<file path="config.mk">
export PLATFORM = sky130hd
export DESIGN_NAME = pb_debounce_encoder_flat
export DESIGN_NICKNAME = d
export VERILOG_FILES = /design/src/rtl/alu_input_pkg.sv /design/src/rtl/pb_debounce_encoder_if.sv /design/src/rtl/pb_debounce_bit.sv /design/src/rtl/pb_debounce_encoder.sv /design/src/flat_wrapper.sv
export SDC_FILE = /design/constraint.sdc
export NUM_CORES = 1
export LEC_CHECK = 0
export CAP_MARGIN = 5
export CORE_MARGIN = 2
export CORE_UTILIZATION = 60
export CTS_BUF_LIST = sky130_fd_sc_hd__clkbuf_8
export CTS_CLUSTER_DIAMETER = 30
export CTS_CLUSTER_SIZE = 10
export DETAILED_ROUTE_END_ITERATION = 10
export PLACE_DENSITY = 0.77
export SYNTH_ARGS = -nofsm -noshare
export SYNTH_HDL_FRONTEND = slang
export SYNTH_SLANG_ARGS = --single-unit
export TNS_END_PERCENT = 20
</file>
<file path="constraint.sdc">
create_clock -name clk -period 3.7 [get_ports clk]
set_input_delay 0.37 -clock clk [delete_from_list [all_inputs] [get_ports clk]]
set_output_delay 0.37 -clock clk [all_outputs]
set_load 0.005 [all_outputs]
</file>
<file path="src/rtl/alu_input_pkg.sv">
// alu_input_pkg: shared types and constants for the decimal entry front end
//   N_BTN_DEF  default number of digit pushbuttons
//   KEY_W      width of a digit code
//   key_code_t digit code type
//   kp_state_t single-key lockout FSM states
package alu_input_pkg;
    localparam int N_BTN_DEF = 10;
    localparam int KEY_W = 4;
    typedef logic [KEY_W-1:0] key_code_t;
    typedef enum logic {KP_IDLE, KP_HELD} kp_state_t;
endpackage

</file>
<file path="src/rtl/pb_debounce_encoder_if.sv">
// pb_debounce_encoder_if: raw pushbutton levels in, clean key events out
//   pb          raw asynchronous button levels, active-high
//   key_valid   one-cycle pulse per accepted press
//   key_code    digit of the last accepted press
//   key_held    level, any debounced button down
//   key_reject  one-cycle pulse per press ignored by lockout
//   master: the encoder; slave: the button source / digit consumer
interface pb_debounce_encoder_if
    import alu_input_pkg::*;
#(
    parameter int N_BTN = N_BTN_DEF
);
    logic [N_BTN-1:0] pb;
    logic             key_valid;
    key_code_t        key_code;
    logic             key_held;
    logic             key_reject;

    modport master (input pb, output key_valid, key_code, key_held, key_reject);
    modport slave (output pb, input key_valid, key_code, key_held, key_reject);
endinterface

</file>
<file path="src/rtl/pb_debounce_bit.sv">
// pb_debounce_bit: synchroniser plus counter debounce for one pushbutton
//   clk, rst_n  clock, asynchronous active-low reset
//   pb          raw asynchronous level
//   stable      debounced level
module pb_debounce_bit #(
    parameter int DB_CYCLES = 20000
) (
    input  logic clk,
    input  logic rst_n,
    input  logic pb,
    output logic stable
);
    localparam int CNT_W = $clog2(DB_CYCLES + 1);

    logic             s1;
    logic             s2;
    logic [CNT_W-1:0] cnt;

    // Any sample agreeing with the current stable level restarts the count,
    // so only DB_CYCLES consecutive differing samples flip stable.
    always_ff @(posedge clk or negedge rst_n) begin
        if (!rst_n) begin
            s1     <= 1'b0;
            s2     <= 1'b0;
            stable <= 1'b0;
            cnt    <= '0;
        end else begin
            s1 <= pb;
            s2 <= s1;
            if (s2 == stable)
                cnt <= '0;
            else if (cnt == CNT_W'(DB_CYCLES - 1)) begin
                stable <= s2;
                cnt    <= '0;
            end else
                cnt <= cnt + 1'b1;
        end
    end
endmodule

</file>
<file path="src/rtl/pb_debounce_encoder.sv">
// pb_debounce_encoder: debounced digit pushbuttons to single-cycle key events
//   clk, rst_n  clock, asynchronous active-low reset
//   bus         master side of pb_debounce_encoder_if (pb in, key_* out)
module pb_debounce_encoder
    import alu_input_pkg::*;
#(
    parameter int N_BTN     = N_BTN_DEF,
    parameter int DB_CYCLES = 20000
) (
    input  logic                    clk,
    input  logic                    rst_n,
    pb_debounce_encoder_if.master   bus
);
    logic [N_BTN-1:0] stable;
    logic [N_BTN-1:0] stable_d;
    logic [N_BTN-1:0] rise;
    key_code_t        low_idx;
    kp_state_t        state;

    for (genvar i = 0; i < N_BTN; i++) begin : g_bit
        pb_debounce_bit #(.DB_CYCLES(DB_CYCLES)) u_bit (
            .clk    (clk),
            .rst_n  (rst_n),
            .pb     (bus.pb[i]),
            .stable (stable[i])
        );
    end

    assign rise = stable & ~stable_d;

    // Scan downwards so the lowest rising index is the one left standing.
    always_comb begin
        low_idx = '0;
        for (int i = N_BTN - 1; i >= 0; i--)
            if (rise[i])
                low_idx = key_code_t'(i);
    end

    always_ff @(posedge clk or negedge rst_n) begin
        if (!rst_n) begin
            state          <= KP_IDLE;
            stable_d       <= '0;
            bus.key_valid  <= 1'b0;
            bus.key_code   <= '0;
            bus.key_held   <= 1'b0;
            bus.key_reject <= 1'b0;
        end else begin
            stable_d       <= stable;
            bus.key_held   <= |stable;
            bus.key_valid  <= 1'b0;
            bus.key_reject <= 1'b0;
            if (state == KP_IDLE) begin
                // A rise alongside an already-down button is not a clean
                // single press; lock out without emitting a key.
                if (|rise) begin
                    if (!(|(stable & ~rise))) begin
                        bus.key_valid <= 1'b1;
                        bus.key_code  <= low_idx;
                    end
                    state <= KP_HELD;
                end
            end else begin
                bus.key_reject <= |rise;
                if (!(|stable))
                    state <= KP_IDLE;
            end
        end
    end
endmodule
</file>
<file path="src/flat_wrapper.sv">
// flat-port wrapper written by rule: the top's interface ports become plain ports
module pb_debounce_encoder_flat import alu_input_pkg::*;
#(
    parameter int N_BTN     = N_BTN_DEF,
    parameter int DB_CYCLES = 20000
)
  (clk, rst_n, bus_pb, bus_key_valid, bus_key_code, bus_key_held, bus_key_reject);
  pb_debounce_encoder_if #(.N_BTN(N_BTN)) bus_i ();
  input  logic clk;
  input  logic rst_n;
  input wire logic [$bits(bus_i.pb)-1:0] bus_pb;
  output wire logic [$bits(bus_i.key_valid)-1:0] bus_key_valid;
  output wire logic [$bits(bus_i.key_code)-1:0] bus_key_code;
  output wire logic [$bits(bus_i.key_held)-1:0] bus_key_held;
  output wire logic [$bits(bus_i.key_reject)-1:0] bus_key_reject;
  assign bus_i.pb = bus_pb;
  assign bus_key_valid = bus_i.key_valid;
  assign bus_key_code = bus_i.key_code;
  assign bus_key_held = bus_i.key_held;
  assign bus_key_reject = bus_i.key_reject;
  pb_debounce_encoder #(.N_BTN(N_BTN), .DB_CYCLES(DB_CYCLES)) u_core (.clk(clk), .rst_n(rst_n), .bus(bus_i));
endmodule
</file>
After elaboration in Yosys (flattened, before gate mapping)
Index checks and enable logic that the tools add are counted.
- bits in registers: 198
- mux-type cells: 37
- reductions and logical operators: 14
- bitwise operators: 16
- equal/unequal tests: 20
- add/sub/neg operators: 10
- operators with widths (cell ; count):
    15-bit two-way mux ; 20
    15-bit by 1-bit adder with 15-bit output, second input constant ; 10
    15-bit == test, second input constant ; 10
    4-bit two-way mux ; 10
    10-bit OR reduction ; 3
    10-bit AND ; 2
    10-bit inverter ; 2
    2-bit AND reduction ; 10
    1-bit inverter ; 12
    1-bit == test ; 10
    1-bit two-way mux ; 7
    3-bit AND reduction ; 1

Depth between registers and ports, before layout
- depth in word-level cells: 12
- depth in mapped cells: 7
- depth with buffers taken out: 6

Modules after synthesis
From an unflattened synthesis, not the netlist that was laid out.
- cells, all modules: 875
- area total of the unflattened synthesis: 9228.9 µm²
- modules (own cells, without submodules) (module ; sequential area each (µm²) ; cells an instance ; area an instance (µm²) ; times used):
    pb_debounce_bit ; 450.4 ; 81 ; 837.1 ; 10
    pb_debounce_encoder ; 450.4 ; 65 ; 858.3 ; 1

Worst setup path after synthesis
OpenSTA, ideal clock, no wires.
- kind: reg-to-reg
- start point: register u_core.g_bit[4].u_bit.cnt[0]
- end point: register u_core.g_bit[4].u_bit.cnt[10]
- buffers on the path: 2
- period minus slack after synthesis: 1.731 ns
- arrival: 1.610 ns
- cell stages (with the launch flop): 8
- path slack: 1.969 ns
- required time: 3.579 ns
- cells stage by stage: dfrtp_1 > ha_1 > clkbuf_1 > nand4_1 > or3_1 > nand2b_1 > buf_2 > nor2_1
- longest elaborated chain between the ends: 3
- ends and longest elaborated chain (what ; RTL line ; source):
    start, declared ; pb_debounce_bit.sv:17 ; logic [CNT_W-1:0] cnt;
    start signal, assigned ; pb_debounce_bit.sv:36 ; cnt <= cnt + 1'b1;
    15-bit by 1-bit adder with 15-bit output or 15-bit == test (tied branches) ; pb_debounce_bit.sv:36, pb_debounce_bit.sv:32 ;
    15-bit two-way mux * ; pb_debounce_bit.sv:32 ; else if (cnt == CNT_W'(DB_CYCLES - 1)) begin
    15-bit two-way mux * ; pb_debounce_bit.sv:30 ; if (s2 == stable)
Every way passes the cells marked *; elsewhere a longest branch is shown, timed or not.
A chain may end at the register's enable or synchronous reset.

Worst setup path in the final report
- start point: register u_core.g_bit[1].u_bit.cnt[12]
- end point: register u_core.g_bit[1].u_bit.cnt[13]
- longest elaborated chain between the ends: 3
- ends and longest elaborated chain (what ; RTL line):
    start, declared ; pb_debounce_bit.sv:17
    start signal, assigned ; pb_debounce_bit.sv:36
    15-bit by 1-bit adder with 15-bit output or 15-bit == test (tied branches) ; pb_debounce_bit.sv:36, pb_debounce_bit.sv:32
    15-bit two-way mux * ; pb_debounce_bit.sv:32
    15-bit two-way mux * ; pb_debounce_bit.sv:30
Marked as above.

==> metrics.csv <==
stage;metric;value;unit
outcome;outcome;complete, no violations;
worst_setup_path;critical_path_required;4040;ps
worst_hold_path;hp-class;in -> reg;
cells_and_area;nets;876;
synth;synthDistinctLibCells;38;
sta;timing.slew.headroom;45.54;%
grt;grt_antenna_before_repair;0;
die;coreArea;0.01437;mm^2
clock_network;cts_repair_resize_count;0;
clock_network;clock_path_buffers;2;
grt;global_route.usage.total;21.32;%
sta;layout_worst_path_cycle_share;53.34;%
worst_setup_path;cp-end-kind;flop;
sta;final.min_clock_period;1974;ps
worst_setup_path;path_class;reg -> reg;
clock_network;cts_buffers;17;
route;drt_first_iter_violations;458;
placement;pre_cts_slack;1750;ps
route;route.detailed.wl_per_inst;14.32;um
die;fp-row-count;44;
grt;global_route_wire_length_before_repair;27190;um
worst_setup_path;critical_path.reg2reg.endpoint;u_core.g_bit[1].u_bit.cnt[13];
synth;ys_warn_count;0;
worst_setup_path;cp_num_buf_inv;0;
worst_setup_path;cpPeakStageDelay;520;ps
job;max-cap-violations;0;
route;drc_errors;0;
cells_and_area;final_design_area_no_fill;0.009500;mm^2
cells_and_area;area_delta_synth_final;8.891;%
sta;rsz0062_at_grt;false;
clock_network;insertion_delay;470;ps
grt;grt_pass1_vias;6006;
route;drtPass1Iterations;5;
route;detailroute.via_count;5830;
sta;slew_viols_final;0;
worst_setup_path;crit_path_cell_chain;or4b_1, nor4_1, nand4_1, nand2b_1, nor2_1;
worst_setup_path;top_delay_family_on_crit_path;simple AND/OR/NAND/NOR gates;
worst_setup_path;critical_path.reg2reg.startpoint;u_core.g_bit[1].u_bit.cnt[12];
route;detail-route-antenna-nets;0;
cells_and_area;most_common_library_cell_in_the_layout_ignoring_fill_and_taps;dfrtp_1;
grt;gr-total-overflow;0;
sta;timing.clock.skew;13.37;ps
worst_setup_path;maximum_net_fanout_on_the_critical_path;14;
route;via_per_inst;5.547;
cells_and_area;final_cell_mix;dfrtp_1, nor2_1, xor2_1;
worst_setup_path;timing.critical_path.arrival;2310;ps
sta;final-setup-viol-count;0;
worst_hold_path;holdCritStartpoint;bus_pb[1];
die;die_width;124.6;um
grt;maximum_number_of_pins_on_one_net_before_global_route_repair;106;
pwr;pwr_density_cell;392.1;mW/mm^2
synth;postSynthCellCount;824;
die;initial_util;60.72;%
worst_setup_path;ff2ff_setup_slack;1730;ps
synth;synth.avg_cell_area;10.59;um^2
route;routed_wl;15060;um
placement;dpl-instance-area;0.009102;mm^2
sta;timing.final.hold_violations;0;
clock_network;clk_pin_slew_worst_paths;100;ps
synth;post_synth_instance_area;0.008725;mm^2
worst_hold_path;holdPathEnd;u_core.g_bit[1].u_bit.s1;
placement;place.detailed.hpwl;10370;um
die;chipHeight;124.6;um
worst_setup_path;cp-start-kind;flop;
worst_hold_path;min_delay_path_depth;1;
cells_and_area;drive_gt1_share;6.228;%
clock_network;htree_levels;4;
clock_network;clock_tree_from_tritoncts;built;
synth;synth.ff_latch_count;198;
sta;post-route-worst-setup-slack;1726;ps
placement;globalplace.congestion;0.8277;
worst_setup_path;rr_worst_depth;5;
cells_and_area;diodes;0;
synth;synth_seq_area_share;56.79;%
sta;max_clock_freq;0.5067;GHz
sta;fin_setup_tns;0;ps
die;die_area;0.01552;mm^2
pwr;vdd_ir_drop_max;398.0;uV
sta;worstMarginPinSlew;816.9;ps
clock_network;cts.sinks;198;
die;num_io_pins;19;
placement;port_buf_inserts;18;
pwr;static-leakage-power;4.265;nW
synth;mapped_nets;846;
clock_network;cts_root_buf;clkbuf_8;
worst_setup_path;slowest_stage;or4b_1;
==> worst max path at each step <==
| stage | start | to | slack (ps) | depth (start not counted) |
|---|---|---|---|---|
| after floorplan | u_core.g_bit[4].u_bit.cnt[0] | u_core.g_bit[4].u_bit.cnt[10] | 1970 | 7 |
| after global placement | u_core.g_bit[8].u_bit.cnt[12] | u_core.g_bit[8].u_bit.cnt[14] | 1840 | 5 |
| after detailed placement | u_core.g_bit[1].u_bit.cnt[12] | u_core.g_bit[1].u_bit.cnt[13] | 1750 | 5 |
| after CTS | u_core.g_bit[1].u_bit.cnt[12] | u_core.g_bit[1].u_bit.cnt[2] | 1730 | 5 |
| after global routing | u_core.g_bit[6].u_bit.cnt[0] | u_core.g_bit[6].u_bit.cnt[9] | 1570 | 6 |
| final | u_core.g_bit[1].u_bit.cnt[12] | u_core.g_bit[1].u_bit.cnt[13] | 1730 | 5 |
==> area by class of cell <==
cell class / count / area (um^2)
clock inverters: 14 / 140.1
well taps: 184 / 230.2
clock buffers: 18 / 247.7
inverters: 19 / 71.32
flip-flops and latches: 198 / 4955
repair buffers: 23 / 224.0
fillers: 1094 / 4868
multi-input cells: 595 / 3632
==> worst register-to-register path, delay by kind of cell, from the launching register on <==
kind / cells / cell delay, ps
AND/OR/NAND/NOR: 5 / 1410
flip-flops: 1 / 440
==> flip-flops by register name, summed over array words and instances, names as in the netlist <==
register                   flops
u_core.stable_d               10
u_core.bus.key_code            4
u_core.g_bit.u_bit.cnt       150
u_core.bus.key_held            1
u_core.g_bit.u_bit.stable     10
u_core.bus.key_reject          1
u_core.state                   1
u_core.bus.key_valid           1
u_core.g_bit.u_bit.s1         10
u_core.g_bit.u_bit.s2         10
==> metrics by stage <==
step	total power, W	std cells	hold WS (ps)	util (%)
after global placement	0.002409	1018	331.6	63.35
final	0.003725	1051	327.2	66.12
after detailed placement	0.002420	1018	335.8	63.35
after CTS	0.003769	1051	295.0	66.12
after floorplan	0.002343	824	74.41	-
after global routing	0.003868	1051	295.5	66.12
==> synth_stat cells <==
cell      count  area [um^2]
a21oi_1       4        20.02
a222oi_1      1        10.01
a22oi_1       3        22.52
a31oi_1       2        12.51
and2_1        2        12.51
and3_1       28        175.2
and4_1       10        87.58
and4b_1       1        10.01
buf_2         2        10.01
buf_4         1        7.510
buf_6         2        22.52
clkbuf_1      7        26.28
dfrtp_1     198         4955
ha_1         10        125.1
inv_1        19        71.32
mux2_2       13        146.4
mux2_4        1        15.01
nand2_1      48        180.2
nand2b_1     16        100.1
nand2b_2      1        8.760
nand3_1      58        290.3
nand3b_1      1        7.510
nand4_1      38        237.7
nor2_1      171        641.9
nor2b_1       4        25.02
nor3_1       24        120.1
nor3b_1       1        7.510
nor4_1        4        25.02
nor4_2        1        12.51
nor4b_1       7        61.31
o21ai_0       1        5.000
o221ai_1      1        8.760
or3_1         1        6.260
or4_1         1        7.510
or4b_1        1        10.01
or4b_4        1        13.76
xnor2_1      57        499.2
xor2_1       83        727.0
==> power breakdown <==
part / internal, W / switching, W
registers: 0.00220 / 0.0000360
clock network: 0.000569 / 0.000781
logic: 0.0000462 / 0.0000930
==> kinds of logic after synthesis <==
kind of cell	count (synthesis)	synth area share [%]
buf+inv	31	1.578
flops	198	56.79
mux	14	1.850
compound gates	12	0.9034
xor+xnor	140	14.05
fa+ha+maj	10	1.434
simple gates	419	23.39
==> per-layer routing <==
metal | GRT usage, % | vias to the layer above | part of all wire, %
li1 | - | 2832 | -
met1 | 26.58 | 2888 | 44
met2 | 36.55 | 85 | 51
met3 | 5.026 | 25 | 2.9
met4 | 7.601 | 0 | 1.7
met5 | 0 | - | 0
==> timing repair <==
action | in CTS | in global routing
buffers inserted | 0 | 0
hold endpoints to repair | 17 | 0
hold buffers | 1 | 0
Power figures use the tool's default switching activity.
